## src/rtl/pipe_id_stage_fwd.sv

```systemverilog
// Decode stage: register file, operand forwarding from EX/MEM/WB, load-use
// hazard detection and the ID/EX pipeline register.
module pipe_id_stage_fwd #(
   parameter int DATA_W = 32,
   parameter int ADDR_W = 5,
   parameter int CTRL_W = 16,
   parameter int FWD_EN = 1,
   parameter int CNT_W  = 16
) (
   input  logic              clk,
   input  logic              reset,
   input  logic              id_valid,
   input  logic [ADDR_W-1:0] id_rs,
   input  logic [ADDR_W-1:0] id_rt,
   input  logic              id_rs_used,
   input  logic              id_rt_used,
   input  logic [ADDR_W-1:0] id_dst,
   input  logic              id_regwr,
   input  logic              id_memrd,
   input  logic [CTRL_W-1:0] id_ctrl,
   input  logic [DATA_W-1:0] id_imm,
   input  logic [DATA_W-1:0] id_pc,
   input  logic [DATA_W-1:0] ex_result,
   input  logic              mem_regwr,
   input  logic [ADDR_W-1:0] mem_dst,
   input  logic [DATA_W-1:0] mem_data,
   input  logic              wb_wr,
   input  logic [ADDR_W-1:0] wb_addr,
   input  logic [DATA_W-1:0] wb_data,
   input  logic              flush,
   output logic              stall_out,
   output logic              ex_valid,
   output logic [CTRL_W-1:0] ex_ctrl,
   output logic [DATA_W-1:0] ex_a,
   output logic [DATA_W-1:0] ex_b,
   output logic [DATA_W-1:0] ex_imm,
   output logic [DATA_W-1:0] ex_pc,
   output logic [ADDR_W-1:0] ex_dst,
   output logic              ex_regwr,
   output logic              ex_memrd,
   output logic [CNT_W-1:0]  stall_cnt
);

   localparam int NREG = 2 ** ADDR_W;

   logic [DATA_W-1:0] r_regs [NREG];

   logic              r_ex_valid;
   logic [CTRL_W-1:0] r_ex_ctrl;
   logic [DATA_W-1:0] r_ex_a;
   logic [DATA_W-1:0] r_ex_b;
   logic [DATA_W-1:0] r_ex_imm;
   logic [DATA_W-1:0] r_ex_pc;
   logic [ADDR_W-1:0] r_ex_dst;
   logic              r_ex_regwr;
   logic              r_ex_memrd;
   logic [CNT_W-1:0]  r_stall_cnt;

   logic              w_ex_fwd_ok;
   logic              w_mem_fwd_ok;
   logic              w_wb_fwd_ok;
   logic              w_ex_hit;
   logic              w_mem_hit;
   logic              w_load_use;
   logic              w_ex_raw;
   logic              w_mem_raw;
   logic              w_hazard;
   logic              w_stall;
   logic              w_bubble;
   logic [DATA_W-1:0] w_op_a;
   logic [DATA_W-1:0] w_op_b;

   // Register 0 is never written, so it stays at its reset value of 0.
   always_ff @(posedge clk or negedge reset) begin
      if (!reset) begin
         for (int i = 0; i < NREG; i++) r_regs[i] <= '0;
      end else if (wb_wr && (wb_addr != '0)) begin
         r_regs[wb_addr] <= wb_data;
      end
   end

   assign w_ex_fwd_ok  = r_ex_valid & r_ex_regwr & ~r_ex_memrd & (r_ex_dst != '0);
   assign w_mem_fwd_ok = mem_regwr & (mem_dst != '0);
   assign w_wb_fwd_ok  = wb_wr & (wb_addr != '0);

   // Youngest producer wins; WB write-through is used even without forwarding.
   function automatic logic [DATA_W-1:0] resolve(input logic [ADDR_W-1:0] addr);
      logic [DATA_W-1:0] v;
      v = r_regs[addr];
      if (w_wb_fwd_ok && (wb_addr == addr)) v = wb_data;
      if ((FWD_EN != 0) && w_mem_fwd_ok && (mem_dst == addr)) v = mem_data;
      if ((FWD_EN != 0) && w_ex_fwd_ok && (r_ex_dst == addr)) v = ex_result;
      if (addr == '0) v = '0;
      return v;
   endfunction

   always_comb begin
      w_op_a = resolve(id_rs);
      w_op_b = resolve(id_rt);
   end

   assign w_ex_hit  = (r_ex_dst != '0) &
                      ((id_rs_used & (id_rs == r_ex_dst)) | (id_rt_used & (id_rt == r_ex_dst)));
   assign w_mem_hit = (mem_dst != '0) &
                      ((id_rs_used & (id_rs == mem_dst)) | (id_rt_used & (id_rt == mem_dst)));

   assign w_load_use = r_ex_valid & r_ex_memrd & r_ex_regwr & w_ex_hit;
   assign w_ex_raw   = r_ex_valid & r_ex_regwr & w_ex_hit;
   assign w_mem_raw  = mem_regwr & w_mem_hit;
   assign w_hazard   = (FWD_EN != 0) ? w_load_use : (w_ex_raw | w_mem_raw);

   // Flush outranks a stall: the killed instruction must not hold the front end.
   assign w_stall  = w_hazard & id_valid & ~flush;
   assign w_bubble = flush | w_stall;

   always_ff @(posedge clk or negedge reset) begin
      if (!reset) begin
         r_ex_valid <= 1'b0;
         r_ex_ctrl  <= '0;
         r_ex_a     <= '0;
         r_ex_b     <= '0;
         r_ex_imm   <= '0;
         r_ex_pc    <= '0;
         r_ex_dst   <= '0;
         r_ex_regwr <= 1'b0;
         r_ex_memrd <= 1'b0;
      end else if (w_bubble) begin
         r_ex_valid <= 1'b0;
         r_ex_ctrl  <= '0;
         r_ex_a     <= '0;
         r_ex_b     <= '0;
         r_ex_imm   <= '0;
         r_ex_pc    <= '0;
         r_ex_dst   <= '0;
         r_ex_regwr <= 1'b0;
         r_ex_memrd <= 1'b0;
      end else begin
         r_ex_valid <= id_valid;
         r_ex_ctrl  <= id_ctrl;
         r_ex_a     <= w_op_a;
         r_ex_b     <= w_op_b;
         r_ex_imm   <= id_imm;
         r_ex_pc    <= id_pc;
         r_ex_dst   <= id_dst;
         r_ex_regwr <= id_regwr & id_valid;
         r_ex_memrd <= id_memrd & id_valid;
      end
   end

   always_ff @(posedge clk or negedge reset) begin
      if (!reset) begin
         r_stall_cnt <= '0;
      end else if (w_stall && (r_stall_cnt != '1)) begin
         r_stall_cnt <= r_stall_cnt + 1'b1;
      end
   end

   assign stall_out = w_stall;
   assign ex_valid  = r_ex_valid;
   assign ex_ctrl   = r_ex_ctrl;
   assign ex_a      = r_ex_a;
   assign ex_b      = r_ex_b;
   assign ex_imm    = r_ex_imm;
   assign ex_pc     = r_ex_pc;
   assign ex_dst    = r_ex_dst;
   assign ex_regwr  = r_ex_regwr;
   assign ex_memrd  = r_ex_memrd;
   assign stall_cnt = r_stall_cnt;

endmodule
```

## config.mk

```make
export PLATFORM = sky130hd
export DESIGN_NAME = pipe_id_stage_fwd
export DESIGN_NICKNAME = d
export VERILOG_FILES = /design/src/rtl/pipe_id_stage_fwd.sv
export SDC_FILE = /design/constraint.sdc
export NUM_CORES = 2
export LEC_CHECK = 0
export CORE_ASPECT_RATIO = 0.7
export CORE_MARGIN = 5
export CORE_UTILIZATION = 54
export DETAILED_ROUTE_END_ITERATION = 7
export PLACE_DENSITY = 0.77
export SYNTH_ARGS = -nofsm -noshare
export SYNTH_HDL_FRONTEND = slang
export SYNTH_SLANG_ARGS = --single-unit
```

## constraint.sdc

```tcl
create_clock -name clk -period 2 [get_ports clk]
set_input_delay 0.2 -clock clk [delete_from_list [all_inputs] [get_ports clk]]
set_output_delay 0.2 -clock clk [all_outputs]
set_load 0.03 [all_outputs]
```

==> flow_results.org <==
** Timing
- In this run the tightest slew margin relative to its limit is 0.440.
- Setup repair after global routing missed its margin :: yes
- Endpoints failing hold :: 0
- Timing would allow up to around 360 MHz.
- Of the available clock period, the critical path in the final layout requires 1.38.
- Time the final worst path needs with I/O delays and setup :: roughly 2800 ps
- Setup total negative slack :: -99340 ps
- Final-report setup violation count :: about 170
- Post-route clock skew :: around 42 ps
- Slew at the pin with the worst max-slew slack :: about 830 ps
- Setup slack on the critical path of the routed design comes to -767 ps.
- The final max-slew violation count was 0.

** Logic synthesis
- The cell count after synthesis came out at 4199.
- After synthesis, the share of flip-flops with an asynchronous set or reset is 1.00.
- Summing every instance area after synthesis gives around 0.061 mm².
- The synthesized-area fraction occupied by ao, oa, aoi and oai cells is 0.0468.
- Mapped Nets :: 4411
- Number of distinct standard cells referenced by the synthesized netlist :: 56
- Adder and majority cell fraction of the synthesized area :: 0.000205
- A synthesized cell averages 14.5 µm².
- For this run, the register share of the synthesized area comes to 0.490.
- Of the total synthesized cell area, the portion taken by AND, OR, NAND and NOR gates is 0.0488.
- Count of flip-flops with a built-in enable after synthesis :: 0
- Synth Register Bits :: between 1000 and 1500
- Fraction of synthesized area in multiplexers :: 0.372
- Of the total synthesized cell area, the portion taken by XOR and XNOR cells is 0.00647.
- Number of warnings reported in the yosys synthesis log :: 0
- Primary flip-flop cell chosen by synthesis mapping :: sky130_fd_sc_hd__dfrtp_1
- Main combinational cell family by area after synthesis :: multiplexers

** Status
- Run status :: finished, violations left
- Failing checks :: negative setup slack

** Finish
- Most common cell after layout, fill and taps aside :: sky130_fd_sc_hd__dfrtp_1
- Number of nets at the end of the flow :: 5091
- From synthesis to final layout, the design area changed by 26.6%.
- Of the cells placed in the final design, the portion with a size suffix greater than 1 is 0.505.
- The top cell types in the final layout, fill and taps aside, are sky130_fd_sc_hd__dfrtp_1 (1184), sky130_fd_sc_hd__mux2_2 (993), sky130_fd_sc_hd__mux4_2 (461).

** Critical path
- Critical path cell sequence :: buf_6 -> xor2_2 -> nor3_4 -> nand3_2 -> buf_6 -> a211o_4 -> inv_2 -> buf_6
- Worst Setup Path Type :: flip-flop to output pin
- The worst setup path is captured at an output pin.
- Number of cells traversed by the worst register-to-register path :: 15
- Category of the worst setup path launch point :: flip-flop
- Bufs and invs on worst path :: 4
- Depth of the critical timing path with buffers and inverters included :: 8
- The cell that appears most often on the critical path is sky130_fd_sc_hd__buf_6.
- Along the worst path, the maximum fanout reaches 3.
- Cell with the largest stage delay on the worst path :: sky130_fd_sc_hd__dfrtp_2
- At the worst endpoint, the arrival time is about 2600 ps.
- For this run, the slowest stage of the critical path takes between 400 and 500 ps.
- The cell family contributing the most delay on the critical path is buffers and inverters.
- Worst EP required :: between 1500 and 2000 ps

** Min path
- Path class of the lowest-slack min-delay path :: primary input to flip-flop
- The worst hold path was traced through 2 stages.

** Place
- Worst Setup Slack post-DPL :: -1310 ps
- The congestion estimate from routability-driven global placement came to roughly 0.96.
- The wire-length estimate of the detail-placed layout is around 140000 µm.
- IO buf count :: 379

** Floorplan
- The die covers approximately 0.12 mm².
- The region available for standard cell placement spans 0.112 mm².
- Die Y :: roughly 290 µm
- Starting utilization of the core area :: 0.542
- I/O pins :: 380
- Die width :: just over 400 µm
- After floorplanning, the core was divided into 103 placement rows.

** Clocking
- Number of buffers on the longest clock path :: 3
- Latest clock arrival within the worst-skew pair :: 750 ps
- Sink Count :: roughly 1200
- The H-tree generated during clock tree synthesis spans 3 levels.
- CTS clk-pin slew, worst paths :: around 70 ps
- In this run the clock root is driven by a sky130_fd_sc_hd__clkbuf_16.
- TritonCTS built the clock tree.
- The number of clock buffers added by TritonCTS is roughly 110.

** Global routing
- Across every metal layer, demand over resource in global routing totals 0.357.
- Number of global-route vias before repair :: 45900
- Largest net degree at the start of global routing :: between 90 and 100
- Total overflow reported by the global router :: 0
- Wire length of the first global-routing pass :: 316000 µm
- Antenna violations before repair :: 10

** Detailed routing
- Routed WL :: approximately 220000 µm
- After detailed routing, the average wire length per cell comes to 33.7 µm.
- The detailed router finished its first iteration with 6225 violations.
- The pre-antenna-repair detailed-routing pass consisted of 8 iterations.
- Residual DRC count :: 0
- In the routed layout, each cell is associated on average with a via count of about 6.9.
- In this run the remaining antenna-violating nets after routing total 0.
- Via total after detailed routing :: 45100

** Power and ir drop
- For this design the static power due to leakage is 35.1 nW.
- The worst-case IR drop observed on VDD is 0.791 mV.
- Power per cell area :: between 900 and 1000 mW/mm²

** Job
- Across the run, the number of max-cap violations was 0.
[cells by family after synthesis]
group           Yosys count
flops                  1192
simple gates            537
mux                    1566
fa+ha+maj                 1
compound gates          387
buf+inv                 471
xor+xnor                 45
[sequential cells by signal (all words and copies together), names as in the netlist]
signal     count
ex_imm        32
ex_b          32
ex_a          32
ex_valid       1
ex_pc         32
ex_dst         5
r_regs      1024
ex_memrd       1
ex_ctrl       16
stall_cnt     16
ex_regwr       1
[cells in the mapped netlist, types with 29 or more instances]
cell type / instances / area, µm²
sky130_fd_sc_hd__clkbuf_1: 234 / 878
sky130_fd_sc_hd__nor3_2: 33 / 330
sky130_fd_sc_hd__mux2_2: 993 / 11200
sky130_fd_sc_hd__o221ai_1: 32 / 280
sky130_fd_sc_hd__o22ai_1: 224 / 1400
sky130_fd_sc_hd__nand3_1: 35 / 175
sky130_fd_sc_hd__buf_1: 48 / 180
sky130_fd_sc_hd__mux2i_1: 112 / 1120
sky130_fd_sc_hd__and2_1: 88 / 551
sky130_fd_sc_hd__nor2_1: 121 / 454
sky130_fd_sc_hd__buf_4: 46 / 345
sky130_fd_sc_hd__dfrtp_1: 1192 / 29800
sky130_fd_sc_hd__nor4_1: 60 / 375
sky130_fd_sc_hd__a211oi_2: 30 / 375
sky130_fd_sc_hd__nor3b_1: 29 / 218
sky130_fd_sc_hd__mux4_2: 461 / 10400
sky130_fd_sc_hd__nand2_1: 98 / 368
sky130_fd_sc_hd__a22oi_1: 47 / 353
sky130_fd_sc_hd__buf_2: 121 / 606
sky130_fd_sc_hd__xor2_1: 29 / 254
[final timing paths]
path | from | end | slack (ps)
min reg2reg | r_regs[993] | r_regs[993] | 400
min | id_pc[23] | ex_pc[23] | 20
max reg2reg | ex_dst[4] | ex_a[9] | -760
max | ex_dst[4] | stall_out | -770
min in group asynchronous | reset | ex_imm[15] | 190
max in group asynchronous | reset | r_regs[866] | 1110
[power by group]
group,switching (mW),internal (mW),total [mW]
Sequential,3.27,28.3,31.6
Combinational,6.25,8.77,15.0
Clock,9.80,13.1,22.9
[metrics by stage]
stage / power [mW] / cells / cell area (µm²) / hold WS [ps] / utilization
6_report: 69.5 / 6501 / 77100 / 22.7 / 0.686
5_1_grt: 71.8 / 6492 / 77100 / 6.67 / 0.686
4_1_cts: 69.0 / 6459 / 76100 / 0.452 / 0.677
3_5_place_dp: 46.2 / 6216 / 71600 / 107 / 0.637
3_3_place_gp: 45.3 / 6216 / 71600 / 107 / 0.637
2_1_floorplan: 40.3 / 4199 / 61000 / -95.6 / -
[final cells by class]
type	instances	area, µm²
Clock inverter	35	490
Tap cell	1522	1900
Sequential cell	1192	29800
Multi-Input combinational cell	2551	29700
Inverter	11	41.3
Fill cell	7330	35200
Clock buffer	171	3430
Timing Repair Buffer	1009	11700
Antenna cell	10	25.0
[metal layers]
metal  track usage  part of all wire  up-vias
li1              -                 -    17500
met1         0.502              0.38    23700
met2         0.508              0.43     3224
met3         0.121              0.13      783
met4         0.155             0.057        6
met5             0           0.00016        -
[timing repair]
| action | 4_1_cts | 5_1_grt |
|---|---|---|
| setup endpoints to repair | 256 | 282 |
| setup buffers | 35 | 22 |
| gates cloned | 7 | 13 |
| hold buffers | 14 | 0 |
| hold endpoints to repair | 1048 | 0 |
| pin swaps | 75 | 93 |
| resized for setup | 50 | 234 |
Note: power is estimated with default switching activity, not from simulation.
